File: src/rtl/fruit_spawner_pkg.sv
`default_nettype none
// ============================================================================
//  Module      : spawner_pkg
//  Description : Shared types and field widths for the fruit spawner:
//                FSM state encoding, spawn record layout and the helper
//                that turns a speed magnitude into a centre-seeking vx.
//  Revision    : 1.0  initial release
// ============================================================================
package spawner_pkg;

    localparam int X_W     = 11;   // spawn x width
    localparam int VX_W    = 4;    // signed horizontal velocity width
    localparam int VY_W    = 5;    // unsigned launch speed width
    localparam int TYPE_W  = 2;    // fruit type width
    localparam int GAP_W   = 7;    // frame gap counter width (max 93)
    localparam int VY_BASE = 16;   // minimum launch speed

    typedef enum logic [2:0] {
        S_IDLE  = 3'd0,
        S_WAIT  = 3'd1,
        S_DRAW0 = 3'd2,
        S_DRAW1 = 3'd3,
        S_OFFER = 3'd4
    } spawner_state_t;

    typedef struct packed {
        logic [X_W-1:0]    x;
        logic [VX_W-1:0]   vx;
        logic [VY_W-1:0]   vy;
        logic [TYPE_W-1:0] ftype;
        logic              bomb;
    } spawn_rec_t;

    // Fruit launched from the right half drifts left (negative vx) and
    // vice versa, so every fruit heads toward the middle of the screen.
    function automatic logic [VX_W-1:0] drift_vx(input logic [2:0] mag,
                                                 input logic       right_half);
        logic [VX_W-1:0] m;
        m = {1'b0, mag};
        return right_half ? (~m + 1'b1) : m;
    endfunction

endpackage
`default_nettype wire

File: src/rtl/fruit_spawner_gap_timer.sv
`default_nettype none
// ============================================================================
//  Module      : spawn_gap_timer
//  Description : Frame gap counter between spawns. Loads a gap value,
//                counts down one per frame tick while enabled and flags
//                zero. Never underflows: it sits at zero until reloaded.
//  Ports       : clk_in, rst_in       clock, async active-high reset
//                load, load_val       load a new gap (has priority)
//                dec_en               counting window (spawner in WAIT)
//                frame_tick_in        one-cycle frame pulse
//                zero                 counter is zero
//  Revision    : 1.0  initial release
// ============================================================================
import spawner_pkg::*;

module spawn_gap_timer (
    input  logic             clk_in,
    input  logic             rst_in,
    input  logic             load,
    input  logic [GAP_W-1:0] load_val,
    input  logic             dec_en,
    input  logic             frame_tick_in,
    output logic             zero
);

    logic [GAP_W-1:0] count;

    always_ff @(posedge clk_in or posedge rst_in) begin
        if (rst_in) begin
            count <= '0;
        end else if (load) begin
            count <= load_val;
        end else if (dec_en && frame_tick_in && (count != '0)) begin
            count <= count - 1'b1;
        end
    end

    assign zero = (count == '0);

endmodule
`default_nettype wire

File: src/rtl/fruit_spawner.sv
`default_nettype none
// ============================================================================
//  Module      : fruit_spawner
//  Description : Turns the free-running LFSR word into randomized fruit
//                spawn requests. Waits MIN_GAP + rand[5:0] frames, draws
//                x/vx/vy from one LFSR word and type from the next, then
//                offers the record on a valid/ready handshake. Caps the
//                number of live fruit at MAX_ACTIVE.
//  Options     : SPAWN_BOMB_EN - when defined, a record is flagged as a
//                bomb when rand_in[7:4] == 0 in the type-draw cycle;
//                otherwise spawn_bomb_out is constant 0.
//  Ports       : clk_in, rst_in           clock, async active-high reset
//                enable_in                game running; low parks spawner
//                frame_tick_in            one pulse per video frame
//                rand_in[15:0]            LFSR word, advances every cycle
//                spawn_valid_out/ready_in record handshake
//                spawn_x_out[10:0]        spawn x
//                spawn_vx_out[3:0]        signed horizontal velocity
//                spawn_vy_out[4:0]        launch speed
//                spawn_type_out[1:0]      fruit type
//                spawn_bomb_out           bomb flag
//                fruit_done_in            one fruit retired (pulse)
//                active_count_out[2:0]    live fruit count
//  Revision    : 1.0  initial release
// ============================================================================
import spawner_pkg::*;

module fruit_spawner #(
    parameter int MIN_GAP    = 30,
    parameter int X_MIN      = 64,
    parameter int MAX_ACTIVE = 4
) (
    input  logic              clk_in,
    input  logic              rst_in,
    input  logic              enable_in,
    input  logic              frame_tick_in,
    input  logic [15:0]       rand_in,
    output logic              spawn_valid_out,
    input  logic              spawn_ready_in,
    output logic [X_W-1:0]    spawn_x_out,
    output logic [VX_W-1:0]   spawn_vx_out,
    output logic [VY_W-1:0]   spawn_vy_out,
    output logic [TYPE_W-1:0] spawn_type_out,
    output logic              spawn_bomb_out,
    input  logic              fruit_done_in,
    output logic [2:0]        active_count_out
);

    spawner_state_t   state;
    spawner_state_t   state_nxt;
    logic             gap_load;
    logic             gap_zero;
    logic [GAP_W-1:0] gap_load_val;
    logic             draw0;
    logic             draw1;
    logic             accept;
    logic             can_spawn;
    logic [X_W-1:0]   x_draw;
    logic             right_half;
    spawn_rec_t       rec;
    logic [2:0]       active_count;
    logic             unused_rand;

    // Bit 15 of the LFSR word is not used by any draw.
    assign unused_rand = rand_in[15];

    assign gap_load_val = GAP_W'(MIN_GAP) + GAP_W'(rand_in[5:0]);
    assign accept       = (state == S_OFFER) && spawn_ready_in;
    assign can_spawn    = (active_count < 3'(MAX_ACTIVE));

    spawn_gap_timer u_gap_timer (
        .clk_in        (clk_in),
        .rst_in        (rst_in),
        .load          (gap_load),
        .load_val      (gap_load_val),
        .dec_en        (state == S_WAIT),
        .frame_tick_in (frame_tick_in),
        .zero          (gap_zero)
    );

    // ------------------------------------------------------------------
    // FSM
    // ------------------------------------------------------------------
    always_ff @(posedge clk_in or posedge rst_in) begin
        if (rst_in) begin
            state <= S_IDLE;
        end else begin
            state <= state_nxt;
        end
    end

    always_comb begin
        state_nxt = state;
        gap_load  = 1'b0;
        draw0     = 1'b0;
        draw1     = 1'b0;
        case (state)
            S_IDLE: begin
                if (enable_in) begin
                    gap_load  = 1'b1;
                    state_nxt = S_WAIT;
                end
            end
            S_WAIT: begin
                // At the fruit cap the timer simply sits at zero here.
                if (!enable_in) begin
                    state_nxt = S_IDLE;
                end else if (gap_zero && can_spawn) begin
                    state_nxt = S_DRAW0;
                end
            end
            S_DRAW0: begin
                if (!enable_in) begin
                    state_nxt = S_IDLE;
                end else begin
                    draw0     = 1'b1;
                    state_nxt = S_DRAW1;
                end
            end
            S_DRAW1: begin
                if (!enable_in) begin
                    state_nxt = S_IDLE;
                end else begin
                    draw1     = 1'b1;
                    state_nxt = S_OFFER;
                end
            end
            S_OFFER: begin
                // An offered record is never dropped, even when disabled.
                if (spawn_ready_in) begin
                    if (enable_in) begin
                        gap_load  = 1'b1;
                        state_nxt = S_WAIT;
                    end else begin
                        state_nxt = S_IDLE;
                    end
                end
            end
            default: state_nxt = S_IDLE;
        endcase
    end

    // ------------------------------------------------------------------
    // Record draw. Position and velocities come from one LFSR word; the
    // type comes from the following word so it is independent of x.
    // ------------------------------------------------------------------
    assign x_draw     = X_W'(X_MIN) + X_W'(rand_in[8:0]);
    assign right_half = (x_draw >= X_W'(X_MIN + 256));

    always_ff @(posedge clk_in or posedge rst_in) begin
        if (rst_in) begin
            rec <= '0;
        end else begin
            if (draw0) begin
                rec.x  <= x_draw;
                rec.vx <= drift_vx(rand_in[11:9], right_half);
                rec.vy <= VY_W'(VY_BASE) + VY_W'(rand_in[14:12]);
            end
            if (draw1) begin
                rec.ftype <= rand_in[1:0];
`ifdef SPAWN_BOMB_EN
                rec.bomb  <= (rand_in[7:4] == 4'h0);
`else
                rec.bomb  <= 1'b0;
`endif
            end
        end
    end

    // ------------------------------------------------------------------
    // Live fruit counter; accept and retire in the same cycle cancel.
    // ------------------------------------------------------------------
    always_ff @(posedge clk_in or posedge rst_in) begin
        if (rst_in) begin
            active_count <= '0;
        end else begin
            case ({accept, fruit_done_in})
                2'b10:   active_count <= active_count + 1'b1;
                2'b01:   if (active_count != '0) active_count <= active_count - 1'b1;
                default: active_count <= active_count;
            endcase
        end
    end

    assign spawn_valid_out  = (state == S_OFFER);
    assign spawn_x_out      = rec.x;
    assign spawn_vx_out     = rec.vx;
    assign spawn_vy_out     = rec.vy;
    assign spawn_type_out   = rec.ftype;
    assign spawn_bomb_out   = rec.bomb;
    assign active_count_out = active_count;

endmodule
`default_nettype wire

File: config.mk
export PLATFORM = sky130hd
export DESIGN_NAME = fruit_spawner
export DESIGN_NICKNAME = d
export VERILOG_FILES = /design/src/rtl/fruit_spawner_pkg.sv /design/src/rtl/fruit_spawner_gap_timer.sv /design/src/rtl/fruit_spawner.sv
export SDC_FILE = /design/constraint.sdc
export NUM_CORES = 1
export LEC_CHECK = 0
export BUFFER_PORTS_ARGS = -buffer_cell sky130_fd_sc_hd__buf_2
export CAP_MARGIN = 20
export CELL_PAD_IN_SITES_DETAIL_PLACEMENT = 0
export CELL_PAD_IN_SITES_GLOBAL_PLACEMENT = 1
export CORE_ASPECT_RATIO = 0.75
export CORE_MARGIN = 5
export CORE_UTILIZATION = 38
export CTS_CLUSTER_DIAMETER = 120
export DETAILED_ROUTE_END_ITERATION = 7
export PLACE_DENSITY = 0.84
export SKIP_CTS_REPAIR_TIMING = 1
export SYNTH_ARGS = -nofsm -noshare
export SYNTH_HDL_FRONTEND = slang
export SYNTH_SLANG_ARGS = --single-unit
File: constraint.sdc
create_clock -name clk_in -period 2.3 [get_ports clk_in]
set_input_delay 0.46 -clock clk_in [delete_from_list [all_inputs] [get_ports clk_in]]
set_output_delay 0.46 -clock clk_in [all_outputs]
set_load 0.05 [all_outputs]
### Word-level counts from Yosys, hierarchy flattened

Cells that the tools add are included.

| word-level totals | value |
|---|---|
| input port bits | 22 |
| output and inout port bits | 27 |
| register bits | 35 |

| operators by class | value |
|---|---|
| equal/unequal tests | 10 |
| reductions and logical operators | 12 |
| bitwise logic cells | 1 |
| magnitude comparators | 2 |
| mux-type cells | 18 |
| add/subtract/negate cells | 7 |

Operator list:

| operator | number |
|---|---|
| $mux W3 | 6 |
| $pmux W3 S5 | 1 |
| $mux W7 | 2 |
| $add A7 B9 Y10 const A | 1 |
| $ge A10 B9 Y1 const B | 1 |
| $add A5 B6 Y7 const A | 1 |
| $logic_not A7 Y1 | 1 |
| $reduce_bool A7 Y1 | 1 |
| $sub A7 B1 Y7 const B | 1 |
| $eq A3 B2 Y1 const B | 2 |
| $pmux W3 S2 | 1 |
| $add A5 B3 Y5 const A | 1 |
| $mux W1 | 5 |
| $add A4 B1 Y4 const B | 1 |
| $logic_and A1 B1 Y1 | 4 |
| $mux W4 | 1 |
| $ne A2 B2 Y1 const B | 2 |
| $not A3 Y4 | 1 |
| $reduce_bool A2 Y1 | 2 |
| $add A3 B1 Y3 const B | 1 |
| $eq A3 B1 Y1 const B | 1 |
| $eq A3 B3 Y1 const B | 1 |
| $logic_not A3 Y1 | 1 |
| $lt A3 B3 Y1 const B | 1 |
| 10 further kinds | 10 |

### Longest topological paths before layout

| logic depth | value |
|---|---|
| depth after elaboration | 5 |
| gate-level depth with buffers | 8 |
| gate-level depth less buffers | 8 |

### Hierarchy

From an unflattened synthesis, not the netlist that was laid out.

| unflattened totals | value |
|---|---|
| cell total of the unflattened synthesis | 190 |
| area total of the unflattened synthesis | 1909.3 um^2 |

Modules (own cells, without submodules):

| module | instances | cells an instance | area each (um^2) | seq. area each (um^2) |
|---|---|---|---|---|
| fruit_spawner | 1 | 131 | 1407.6 | 650.6 |
| spawn_gap_timer | 1 | 59 | 501.7 | 175.2 |

### Least setup slack after synthesis

OpenSTA, ideal clock, no wires.

| timing | value |
|---|---|
| path kind | register to register |
| from | reg state[0] |
| to | reg active_count[2], in the netlist active_count_out[2] |
| setup time | 0.124 ns |
| setup slack | 0.484 ns |
| cell stages (with the launch flop) | 9 |
| arrival time | 1.692 ns |
| data required time | 2.176 ns |
| cell sequence | dfrtp_1 nor2_1 nand3_1 and2_1 inv_1 fa_1 nor3_1 o21ai_0 o31a_1 |

| between the ends | value |
|---|---|
| longest elaborated chain between the ends | 5 |

RTL lines:

| element | line | text |
|---|---|---|
| start: declaration | fruit_spawner.sv:49 | `spawner_state_t state;` |
| start signal: assignment | fruit_spawner.sv:88 | `state <= state_nxt;` |
| $eq A3 B3 Y1 (*) | fruit_spawner.sv:68 | `assign accept = (state == S_OFFER) && spawn_ready_in;` |
| $logic_and A1 B1 Y1 (*) | fruit_spawner.sv:68 |  |
| $eq A2 B1 Y1 / $eq A2 B2 Y1 (equally long branches) | fruit_spawner.sv:177 | `case ({accept, fruit_done_in})` |
| $ne A2 B2 Y1 (no source line) / $reduce_bool A2 Y1 (equally long branches) | n/a |  |
| $reduce_and A2 Y1 (no source line) | n/a |  |
| end signal: assignment | fruit_spawner.sv:178 | `2'b10: active_count <= active_count + 1'b1;` |
| end signal: assignment | fruit_spawner.sv:179 | `2'b01: if (active_count != '0) active_count <= active_count - 1'b1;` |
| end signal: assignment | fruit_spawner.sv:180 | `default: active_count <= active_count;` |
| end: declaration | fruit_spawner.sv:61 | `logic [2:0] active_count;` |

Every way passes the cells marked *; elsewhere a longest branch is shown, timed or not.
A chain may end at the register's enable or synchronous reset.

### Worst setup path after layout

Ends and elaborated chain as after synthesis.

==> run_results.csv <==
group,metric,value,unit
outcome,status,"finished clean",
power,ir_drop,0.514,mV
critical_path,r2r_setup_slack,0.28,ns
finish,postLayoutCoreUtil,48.2,%
floorplan,die_w,88.3,um
critical_path,ff2ff_path_depth,8,
sta,max_slew.worst_pin.slew,0.526,ns
hold_path,hold_class,"input port to asynchronous set/reset pin",
power,powerDensity,801,nW/um2
synthesis,synth-seq-cells,33,
critical_path,r2r-end,"active_count_out[2]$_DFFE_PP0P_",
sta,skew,0.00333,ns
drt,drt-initial-drc-count,81,
place,dp_hpwl,2840,um
drt,vias_per_cell,4.76,
synthesis,synthTopCellsByArea,"dfrtp_1 47%, nand2_1 9.7%, ha_1 4.3%",
drt,route.detailed.drc,0,
critical_path,cp.arrival,2.19,ns
clock_network,cts_buffers,5,
finish,multi_input_area,841,um2
synthesis,synth_area,1750,um2
finish,fillers,433,
global_routing,grt_max_degree,34,
global_routing,first_global_vias,1358,
synthesis,synth_edf_count,0,
critical_path,r2r_start,"state[0]$_DFFE_PP0P_",
place,place.gp.congestion,0.797,
clock_network,clock_path_buffers,2,
place,dp_slack,0.300,ns
sta,setup_viol,0,
synthesis,yosysUniqueCellTypes,38,
clock_network,clock_sinks,33,
clock_network,clk_latency,0.29,ns
global_routing,antenna_found_initial,0,
sta,setup_slack,0.280,ns
critical_path,setup.worst_path.class,"register to register",
floorplan,io_pins,49,
critical_path,end_kind,"register",
critical_path,cp_max_fo,7,
floorplan,die_h,68.7,um
synthesis,avgSynthCellArea,9.14,um2
critical_path,cp-start-kind,"register",
synthesis,yosys.area.top_type,"dfrtp_1",
global_routing,grt_use_total,14.1,%
clock_network,htree_levels,2,
sta,final-hold-violation-count,0,
synthesis,yosysSeqAreaShare,47.3,%
clock_network,clk_pin_slew,0.07,ns
drt,drtPass1Iterations,4,
floorplan,row_count,21,
global_routing,grt_pass1_wl,6450,um
finish,drive_above_1_share,25.0,%
sta,rsz0062_at_grt,"false",
job,maxCapViolations,0,
synthesis,ys.flop_type,"dfrtp_1",
synthesis,async_flop_share,100,%
drt,wire_per_inst,13.1,um
sta,min_period_over_period,87.8,%
global_routing,grt_overflow_total,0,
sta,max_freq,495,MHz
drt,vias,1413,
sta,finalCriticalPeriod,2.02,ns
sta,tns,0,ns
synthesis,yosysTopAreaCellShare,47.3,%
sta,slew_headroom,64.8,%
drt,drt_wl_total,3880,um
finish,layout.nets,268,
place,portBuffers,44,
power,power.leakage,1.11,nW
finish,regArea,826,um2
sta,final_max_slew_viol_count,0,
drt,ant_nets,0,
critical_path,critPathRequiredTime,2.47,ns
sta,holdWs,0.263,ns
clock_network,cts_root_buf,"clkbuf_8",
finish,area_growth,22.5,%
finish,antenna_cells,0,
floorplan,start_util,39.3,%
synthesis,syn-instance-count,191,
floorplan,dieArea,6060,um2
synthesis,yosys_warnings,0,
floorplan,coreArea,4440,um2
clock_network,cts_tree,"yes",
[through the flow]
stage          power [mW]  cell area, um2  cells
5_1_grt              1.82            2140    297
3_5_place_dp         1.16            2020    289
6_report             1.71            2140    297
2_1_floorplan        1.04            1750    193
4_1_cts              1.73            2140    297
3_3_place_gp         1.15            2020    289
[state kept, by name, summed over array words and instances, names as in the netlist]
signal             cells
spawn_type_out         2
u_gap_timer.count      7
spawn_vx_out           4
spawn_vy_out           4
state                  3
spawn_x_out           10
active_count_out       3
[layer usage]
metal / vias to the layer above / global-route usage [%] / part of all wire, %
li1: 725 / - / -
met1: 644 / 20.1 / 52
met2: 37 / 19.1 / 38
met3: 7 / 4.39 / 7.6
met4: 0 / 6.79 / 1.8
met5: - / 0 / 0
[cell type report]
type                       instances  area share, %
multi-input combinational        140           39.3
sequential                        33           38.6
timing repair buffer              46           11.0
clock buffer                       7           4.04
tap                               57           3.34
inverter                          13           2.28
clock inverter                     1           1.40
[synth_stat cells (all sizes together), types with 2 or more instances]
master   n
nor3     4
nor2    12
nand2b   2
buf      3
o31ai    2
nand4    2
and2     3
o21a     2
nor4     2
xnor2    3
clkbuf   4
dfrtp   33
inv     12
o31a     3
ha       6
xor2     6
a31oi    2
a21oi    7
o21ai   14
nand2   46
and3     2
mux2i    2
nand3    7
[critical path, stage by stage (launching register included)]
cell and delay [ns]:
dfrtp_1 0.49, nor2_1 0.12, nand3_1 0.14, and2_1 0.20, inv_1 0.10, fa_1 0.41, nor3_1 0.23, o21ai_0 0.10
o31a_1 0.12
[placed cells by master (no fill, tap or decap), types with 3 or more instances in the layout]
| cell type | n |
|---|---|
| a21oi_1 | 7 |
| and2_1 | 3 |
| buf_2 | 44 |
| clkbuf_8 | 6 |
| conb_1 | 3 |
| dfrtp_1 | 33 |
| ha_1 | 6 |
| inv_1 | 12 |
| nand2_1 | 45 |
| nand3_1 | 7 |
| nor2_1 | 12 |
| nor3_1 | 4 |
| o21ai_0 | 14 |
| o31a_1 | 3 |
| xnor2_1 | 3 |
| xor2_1 | 6 |
[where the power goes]
| group | total [mW] | internal, mW | leakage, nW | switching, mW |
|---|---|---|---|---|
| Combinational | 0.421 | 0.145 | 0.622 | 0.276 |
| Clock | 0.568 | 0.353 | 0.0585 | 0.215 |
| Sequential | 0.724 | 0.642 | 0.432 | 0.0823 |
[worst max-delay path by stage]
| stage | from | endpoint | slack (ns) |
|---|---|---|---|
| after global placement | state[0]$_DFFE_PP0P_ | active_count_out[2]$_DFFE_PP0P_ | 0.35 |
| after floorplan | state[0]$_DFFE_PP0P_ | active_count_out[2]$_DFFE_PP0P_ | 0.48 |
| after CTS | state[0]$_DFFE_PP0P_ | active_count_out[2]$_DFFE_PP0P_ | 0.29 |
| after detailed placement | state[0]$_DFFE_PP0P_ | active_count_out[2]$_DFFE_PP0P_ | 0.30 |
| final | state[0]$_DFFE_PP0P_ | active_count_out[2]$_DFFE_PP0P_ | 0.28 |
| after global routing | state[0]$_DFFE_PP0P_ | active_count_out[2]$_DFFE_PP0P_ | 0.10 |
[logic make-up after synthesis]
group           after synthesis  synth area share, %
compound gates               33                 12.3
mux                           3                 1.79
buf+inv                      20                 4.95
simple gates                 85                 23.4
fa+ha+maj                     7                 5.45
flops                        33                 47.3
xor+xnor                      9                 4.52
other cells                   1                0.215
(Power assumes the default switching activity.)
